==> config.mk <==
export PLATFORM = sky130hd
export DESIGN_NAME = div_unit
export DESIGN_NICKNAME = d
export VERILOG_FILES = /design/src/rtl/div_unit.sv
export SDC_FILE = /design/constraint.sdc
export NUM_CORES = 1
export LEC_CHECK = 0
export BUFFER_PORTS_ARGS = -buffer_cell sky130_fd_sc_hd__buf_2
export CORE_UTILIZATION = 55
export CTS_CLUSTER_DIAMETER = 50
export CTS_CLUSTER_SIZE = 14
export DETAILED_ROUTE_END_ITERATION = 10
export PLACE_DENSITY = 0.84
export SLEW_MARGIN = 20
export SYNTH_ARGS = -nofsm -noshare
export SYNTH_HDL_FRONTEND = slang
export SYNTH_SLANG_ARGS = --single-unit
==> constraint.sdc <==
create_clock -name clk -period 4.9 [get_ports clk]
set_input_delay 0.245 -clock clk [delete_from_list [all_inputs] [get_ports clk]]
set_output_delay 0.245 -clock clk [all_outputs]
set_load 0.02 [all_outputs]
==> src/rtl/div_unit.sv <==
// Radix-2 restoring integer divider, one quotient bit per cycle.
// Handles signed/unsigned operands, cancel, and defined divide-by-zero results.
module div_unit #(
  parameter int WIDTH = 32
) (
  input  logic             clk,
  input  logic             rst,
  input  logic             start,
  input  logic             signed_div,
  input  logic             cancel,
  input  logic [WIDTH-1:0] opdata1,
  input  logic [WIDTH-1:0] opdata2,
  output logic             busy,
  output logic             ready,
  output logic [WIDTH-1:0] quotient,
  output logic [WIDTH-1:0] remainder,
  output logic             div_by_zero
);

  typedef enum logic [1:0] {
    IDLE,
    CALC,
    DONE
  } state_e;

  localparam int            CW   = $clog2(WIDTH);
  localparam logic [CW-1:0] LAST = CW'(WIDTH - 1);

  state_e           state_q, state_d;
  logic [CW-1:0]    cnt_q, cnt_d;
  logic [WIDTH-1:0] quo_q, quo_d;
  logic [WIDTH:0]   rem_q, rem_d;
  logic [WIDTH-1:0] dvsr_q, dvsr_d;
  logic             neg_quo_q, neg_quo_d;
  logic             neg_rem_q, neg_rem_d;
  logic [WIDTH-1:0] res_quo_q, res_quo_d;
  logic [WIDTH-1:0] res_rem_q, res_rem_d;
  logic             res_dbz_q, res_dbz_d;
  logic [WIDTH-1:0] out_quo_q, out_quo_d;
  logic [WIDTH-1:0] out_rem_q, out_rem_d;
  logic             out_dbz_q, out_dbz_d;

  logic             accept;
  logic [WIDTH-1:0] abs_a, abs_b;
  logic [WIDTH:0]   shifted, rem_next;
  logic [WIDTH-1:0] quo_next;
  logic             fits;

  // NOTE: sequential state uses non-blocking assignments only, so every flop
  // samples the values from before the edge regardless of statement order.
  always_ff @(posedge clk) begin
    if (rst) begin
      state_q   <= IDLE;
      cnt_q     <= '0;
      quo_q     <= '0;
      rem_q     <= '0;
      dvsr_q    <= '0;
      neg_quo_q <= 1'b0;
      neg_rem_q <= 1'b0;
      res_quo_q <= '0;
      res_rem_q <= '0;
      res_dbz_q <= 1'b0;
      out_quo_q <= '0;
      out_rem_q <= '0;
      out_dbz_q <= 1'b0;
    end else begin
      state_q   <= state_d;
      cnt_q     <= cnt_d;
      quo_q     <= quo_d;
      rem_q     <= rem_d;
      dvsr_q    <= dvsr_d;
      neg_quo_q <= neg_quo_d;
      neg_rem_q <= neg_rem_d;
      res_quo_q <= res_quo_d;
      res_rem_q <= res_rem_d;
      res_dbz_q <= res_dbz_d;
      out_quo_q <= out_quo_d;
      out_rem_q <= out_rem_d;
      out_dbz_q <= out_dbz_d;
    end
  end

  assign accept = start && !cancel;

  always_comb begin
    state_d = state_q;
    unique case (state_q)
      IDLE: if (accept) state_d = (opdata2 == '0) ? DONE : CALC;
      CALC: begin
        if (cancel)              state_d = IDLE;
        else if (cnt_q == LAST)  state_d = DONE;
      end
      DONE:    state_d = IDLE;
      default: state_d = IDLE;
    endcase
  end

  always_comb begin
    abs_a    = (signed_div && opdata1[WIDTH-1]) ? -opdata1 : opdata1;
    abs_b    = (signed_div && opdata2[WIDTH-1]) ? -opdata2 : opdata2;
    // Shift in the next dividend bit, subtract the divisor only when it fits.
    shifted  = {rem_q[WIDTH-1:0], quo_q[WIDTH-1]};
    fits     = (shifted >= {1'b0, dvsr_q});
    rem_next = fits ? (shifted - {1'b0, dvsr_q}) : shifted;
    quo_next = {quo_q[WIDTH-2:0], fits};
  end

  // NOTE: every signal written here gets a default first, so no path leaves
  // it unassigned and no latch is inferred.
  always_comb begin
    cnt_d     = cnt_q;
    quo_d     = quo_q;
    rem_d     = rem_q;
    dvsr_d    = dvsr_q;
    neg_quo_d = neg_quo_q;
    neg_rem_d = neg_rem_q;
    res_quo_d = res_quo_q;
    res_rem_d = res_rem_q;
    res_dbz_d = res_dbz_q;
    out_quo_d = out_quo_q;
    out_rem_d = out_rem_q;
    out_dbz_d = out_dbz_q;
    unique case (state_q)
      IDLE: begin
        if (accept) begin
          cnt_d     = '0;
          rem_d     = '0;
          quo_d     = abs_a;
          dvsr_d    = abs_b;
          neg_quo_d = signed_div && (opdata1[WIDTH-1] ^ opdata2[WIDTH-1]);
          neg_rem_d = signed_div && opdata1[WIDTH-1];
          if (opdata2 == '0) begin
            res_quo_d = '1;
            res_rem_d = opdata1;
            res_dbz_d = 1'b1;
          end
        end
      end
      CALC: begin
        if (!cancel) begin
          cnt_d = cnt_q + CW'(1);
          rem_d = rem_next;
          quo_d = quo_next;
          if (cnt_q == LAST) begin
            res_quo_d = neg_quo_q ? -quo_next : quo_next;
            res_rem_d = neg_rem_q ? -rem_next[WIDTH-1:0] : rem_next[WIDTH-1:0];
            res_dbz_d = 1'b0;
          end
        end
      end
      DONE: begin
        if (!cancel) begin
          out_quo_d = res_quo_q;
          out_rem_d = res_rem_q;
          out_dbz_d = res_dbz_q;
        end
      end
      default: ;
    endcase
  end

  // Fresh results are presented during the ready cycle; otherwise the last
  // committed results are held.
  always_comb begin
    busy        = (state_q != IDLE);
    ready       = (state_q == DONE) && !cancel;
    quotient    = ready ? res_quo_q : out_quo_q;
    remainder   = ready ? res_rem_q : out_rem_q;
    div_by_zero = ready ? res_dbz_q : out_dbz_q;
  end

endmodule
======== After elaboration in Yosys (flattened, before gate mapping) ========
Cells that the tools add are included.
W data, S select, Z words.
word-level totals
  output and inout bits ................... 67
  register bits ........................... 235
  word-level logic and storage cells ...... 82
cells by class
  multiplexer cells ....................... 37
  bitwise logic cells ..................... 2
  magnitude comparators ................... 1
  add/sub/neg operators ................... 6
  reductions and logical operators ........ 15
  eq/ne operators ......................... 8
operators with widths
  operator               count
  $mux W32               19
  $pmux W32 S2           4
  $neg A32 Y32           4
  $ge A33 B32 Y1         1
  $logic_not A32 Y1      1
  $sub A32 B32 Y32       1
  $mux W5                2
  $pmux W5 S2            1
  $mux W2                4
  $ne A2 B2 Y1 const B   4
  $reduce_and A2 Y1      3
  $add A5 B1 Y5 const B  1
  $eq A5 B5 Y1 const B   1
  $logic_and A1 B1 Y1    5
  $mux W1                5
  $reduce_and A5 Y1      1
  $pmux W2 S2            1
  $reduce_bool A2 Y1     2
  $ne A3 B3 Y1 const B   1
  $reduce_and A3 Y1      1
  $eq A2 B1 Y1 const B   1
  $eq A2 B2 Y1 const B   1
  $logic_not A2 Y1       1
  $pmux W1 S2            1
  other kinds (3)        3

======== Logic depth before layout (Yosys ltp) ========
  depth after elaboration ................. 7
  gate-level depth with buffers ........... 21

======== Worst setup path before layout ========
Ideal clock, no wire load.
  kind .................................... flip-flop to flip-flop
  start ................................... register rem_q[0]
  end ..................................... register res_rem_q[28]
  required time ........................... 4805 ps
  data arrival time ....................... 3836 ps
  path buffers ............................ 4
  setup slack ............................. 969 ps
  library setup time ...................... 95 ps
  cell stages (with the launch flop) ...... 19
  cell sequence ........................... dfxtp_1 > ha_1 > nor2b_4 > o31a_4 > o211ai_1 > a21oi_2 > o31a_1 > buf_6 > inv_8 > buf_2 > buf_2 > nor2_1 > a21oi_1 > ha_1 > clkbuf_1 > nand3_2 > o41ai_1 > xor2_1 > a221oi_1
on the way
  word-level cells in the longest chain between the ends .. 7
  elaborated cells on any way between the ends .. 8
  classes of those cells .................. add/sub: 2; order compare: 1; mux: 5
RTL lines
  item                                                       line      RTL
  start: declaration                                         32        logic [WIDTH:0] rem_q, rem_d;
  start signal: assignment                                   70        rem_q <= rem_d;
  $sub A32 B32 Y32 / $ge A33 B32 Y1 (equally long branches)  104, 103
  $mux W32 *                                                 104       rem_next = fits ? (shifted - {1'b0, dvsr_q}) : shifted;
  $neg A32 Y32                                               146       res_rem_d = neg_rem_q ? -rem_next[WIDTH-1:0] : rem_next[WIDTH-1:0];
  $mux W32 *                                                 146
  $mux W32 *                                                 144       if (cnt_q == LAST) begin
  $mux W32 *                                                 140       if (!cancel) begin
  $pmux W32 S2 *                                             123       unique case (state_q)
  end signal: assignment                                     75        res_rem_q <= res_rem_d;
  end: declaration                                           37        logic [WIDTH-1:0] res_rem_q, res_rem_d;
Every way passes the cells marked *; elsewhere a longest branch is shown, timed or not. The select of a mux whose other input is x is not followed.
A chain may end at the register's enable or synchronous reset.

======== Worst setup path after layout ========
  start ................................... register rem_q[11]
  end ..................................... register res_quo_q[26]
on the way
  word-level cells in the longest chain between the ends .. 6
RTL lines
  item                    line  RTL
  $ge A33 B32 Y1          103   fits = (shifted >= {1'b0, dvsr_q});
  $neg A32 Y32            145   res_quo_d = neg_quo_q ? -quo_next : quo_next;
  $mux W32                145
  $mux W32                144
  $mux W32                140
  $pmux W32 S2            123
  end signal: assignment  74    res_quo_q <= res_quo_d;
  end: declaration        36    logic [WIDTH-1:0] res_quo_q, res_quo_d;
No other way between the ends. The select of a mux whose other input is x is not followed.

==> out/results.tsv <==
metric	value	unit
Clock Power Share	43.7	%
HPWL Detailed	30900	um
Final GP Congestion	0.978	
mux share of post-synthesis cell area	6.76	%
number of design-rule violations left by the first detailed-router iteration	1286	
clock tree from TritonCTS	built	
min Tclk post-route	4.51	ns
Static Leakage	0.00659	uW
full die area	26800	sq um
endpoint required time on the critical path	5.40	ns
hold violation count in the final report	0	
actual slew at the worst max-slew pin	1.06	ns
slack of the worst reg-to-reg path	0.39	ns
core footprint	25500	sq um
remaining antenna violation count after routing	0	
clock buffer depth	3	
vias in the first global route	12734	
total congestion overflow after global routing	0	
synthesized area per cell	8.15	sq um
most common cell after layout, fill and taps aside	dfxtp_1	
Met1 Wirelength	18700	um
element type at the critical path end	flop	
worst path arrival time	5.00	ns
fraction of the mapped netlist area in compound gates	22.4	%
Worst Hold Class	primary input to flop	
Post-synth EDFFs	0	
Post-Synth Adder-Cell Area	3.44	%
maximum number of pins on one net before global-route repair	138	
synthesized cell area	14400	sq um
first-pass GRT wire length	67600	um
Hold Path Origin	opdata2[23]	
number of instances in the placed design	2139	
number of buffers added on ports	135	
maximum vdd ir drop	0.302	mV
Layout Nets	1964	
final worst clock skew	0.0386	ns
top post-synthesis cells by area	dfxtp_1 (33%), nor2_1 (6.0%), mux2_2 (5.3%)	
detailed-route wire length	42900	um
crit path kind	flop to flop	
launching element of the worst setup path	rem_q[11]	
Slew Limit Fails	0	
H-Tree Depth	1	
clock latency on the worst-skew pair	0.59	ns
number of cell rows	58	
number of instances resized during post-cts repair	0	
met3 routed WL	3190	um
Initial Utilization	56.6	%
CTS sink cnt	235	
Max Used Layer	met4	
maximum cell stage delay along the critical path	0.56	ns
internal power of the cells	3490	uW
layout cell share with drive strength beyond 1	18.2	%
metal2 WL	19800	um
clock transition time at the flip-flop clock pins of the worst setup and hold paths	0.06	ns
wire length per cell	19.4	um
fraction of power consumed by sequential logic	39.9	%
most frequent cells in the layout	dfxtp_1 (235), nor2_1 (228), nand2_1 (154)	
count of antenna diodes in the layout	0	
final setup violating endpoints	0	
combinational family with the most area after synthesis	compound AO/OA/AOI/OAI gates	
number of warnings issued by yosys	0	
fraction of the mapped netlist area in simple logic gates	21.9	%
most used flip-flop cell after synthesis	dfxtp_1	
die width	164	um
Pwr per Cell Area	305	nW/um^2
count of different cell masters after synthesis	95	
xor/xnor cell area share of the yosys netlist	7.84	%
outcome	finished clean	
startpoint of the worst-slack reg-to-reg timing path	rem_q[11]	
first-pass detailed-route iteration total	6	
cell accounting for the most synthesized area	dfxtp_1	
proportion of power drawn by combinational gates	16.4	%
Overall Global Routing Usage	31.5	%
clock tree root driver cell	clkbuf_16	
largest fanout on the critical path	24	
startpoint type of the worst setup path	flop	
via count of the routed design	13561	
Max Fclk	0.222	GHz
number of standard cells after synthesis	1768	
Tcrit/Tclk final	92.0	%
share of the synthesized area in the top cell type	32.7	%
switching component of the power	1520	uW
RSZ-0062 raised after global routing	no	
number of CTS-inserted buffers	30	
Ports	136	
area added between synthesis and finish	13.8	%
sum of negative setup slack	0	ns
Worst path slowest cell	o31a_2	
Max-slew headroom	28.8	%
DR vias/cell	6.14	
antenna violations before repair	0	
switching fraction of total power	30.4	%
asr flop ratio synth	0	%
ordered list of cells on the worst path	ha_1 > a21oi_2 > o21ai_0 > a221oi_2 > a21oi_2 > o31a_2 > inv_8 > buf_4 > ha_1 > nand3_1 > o31ai_1 > nand2_1 > a21oi_1 > xor2_1 > a211oi_1	
flop and latch count out of synthesis	235	
Seq/Total Area, Yosys	32.7	%
syn nets	1876	
final non-filler cell total	2207	
max-cap viol count	0	
Chip Height	164	um
number of design rule violations left after detail routing	0	
state kept, by name, summed over array words and instances (netlist names):
register	cells
cnt_q	5
dvsr_q	32
neg_quo_q	1
neg_rem_q	1
out_dbz_q	1
out_quo_q	32
out_rem_q	32
quo_q	32
rem_q	32
res_dbz_q	1
res_quo_q	32
res_rem_q	32
state_q	2
layer usage:
layer	up-vias	track usage (%)
met5	-	0
met4	0	10.1
met3	84	3.86
met2	609	51.8
met1	6356	42.8
li1	6512	-
through the flow:
step	setup slack [ns]	area, sq um	hold WS [ns]	power (uW)	utilization [%]
2_1_floorplan	0.969	14400	0.381	2600	-
3_3_place_gp	0.690	15200	0.443	2820	59.8
3_5_place_dp	0.513	15200	0.453	2830	59.8
4_1_cts	0.498	16400	0.000738	5010	64.3
5_1_grt	0.0956	16400	0.0368	5190	64.3
6_report	0.393	16400	0.0232	5010	64.3
kinds of logic (layout without fill, tap and decap cells):
| family | count (synthesis) | in the layout |
|---|---|---|
| simple gates | 644 | 644 |
| compound gates | 461 | 461 |
| flops | 235 | 235 |
| buf+inv | 172 | 281 |
| xor+xnor | 129 | 129 |
| mux | 88 | 88 |
| fa+ha+maj | 39 | 39 |
worst max-delay path, delay by kind of cell, from the launching register on:
family          cells  cell delay [ns]
simple gates        2             0.38
flops               1             0.45
fa+ha+maj           2             0.64
compound gates      8             2.37
xor+xnor            1             0.09
buf+inv             2             0.49
path summary, 6_finish.rpt:
kind	cells after the start	to
max	15	res_quo_q[26]
min	3	dvsr_q[23]
max reg2reg	15	res_quo_q[26]
min reg2reg	2	dvsr_q[22]
synthesized netlist by cell type, types with 19 or more instances:
cell type  instances
a211oi_1          74
dfxtp_1          235
nor3_1            31
a311oi_1          30
mux2_2            68
nand3_1           21
nand2_1          154
or3_1             34
xor2_1            74
clkbuf_1          83
buf_2             19
o31ai_1           26
a21oi_1          112
o21ai_0           87
xnor2_1           55
ha_1              38
nor2_1           230
inv_1             53
nor2b_1           80
area by class of cell:
| cell class | instances | area (sq um) |
|---|---|---|
| fillers | 2123 | 9080 |
| inverters | 54 | 210 |
| clock inverters | 19 | 203 |
| repair buffers | 174 | 1030 |
| well taps | 330 | 413 |
| clock buffers | 34 | 796 |
| multi-input cells | 1361 | 9030 |
| flip-flops and latches | 235 | 4700 |
power groups by stage:
stage | logic [uW] | registers [uW] | clock network, uW
after floorplan | 573 | 2020 | 0
after global placement | 782 | 2040 | 0
after detailed placement | 787 | 2040 | 0
after CTS | 802 | 2000 | 2210
after global routing | 894 | 2000 | 2290
final | 820 | 2000 | 2190
what timing repair did:
action	in CTS	in global routing
setup buffers	0	0
hold endpoints to repair	14	0
hold buffers	14	0
endpoints found under the setup margin	0	0
(Power assumes the default switching activity.)
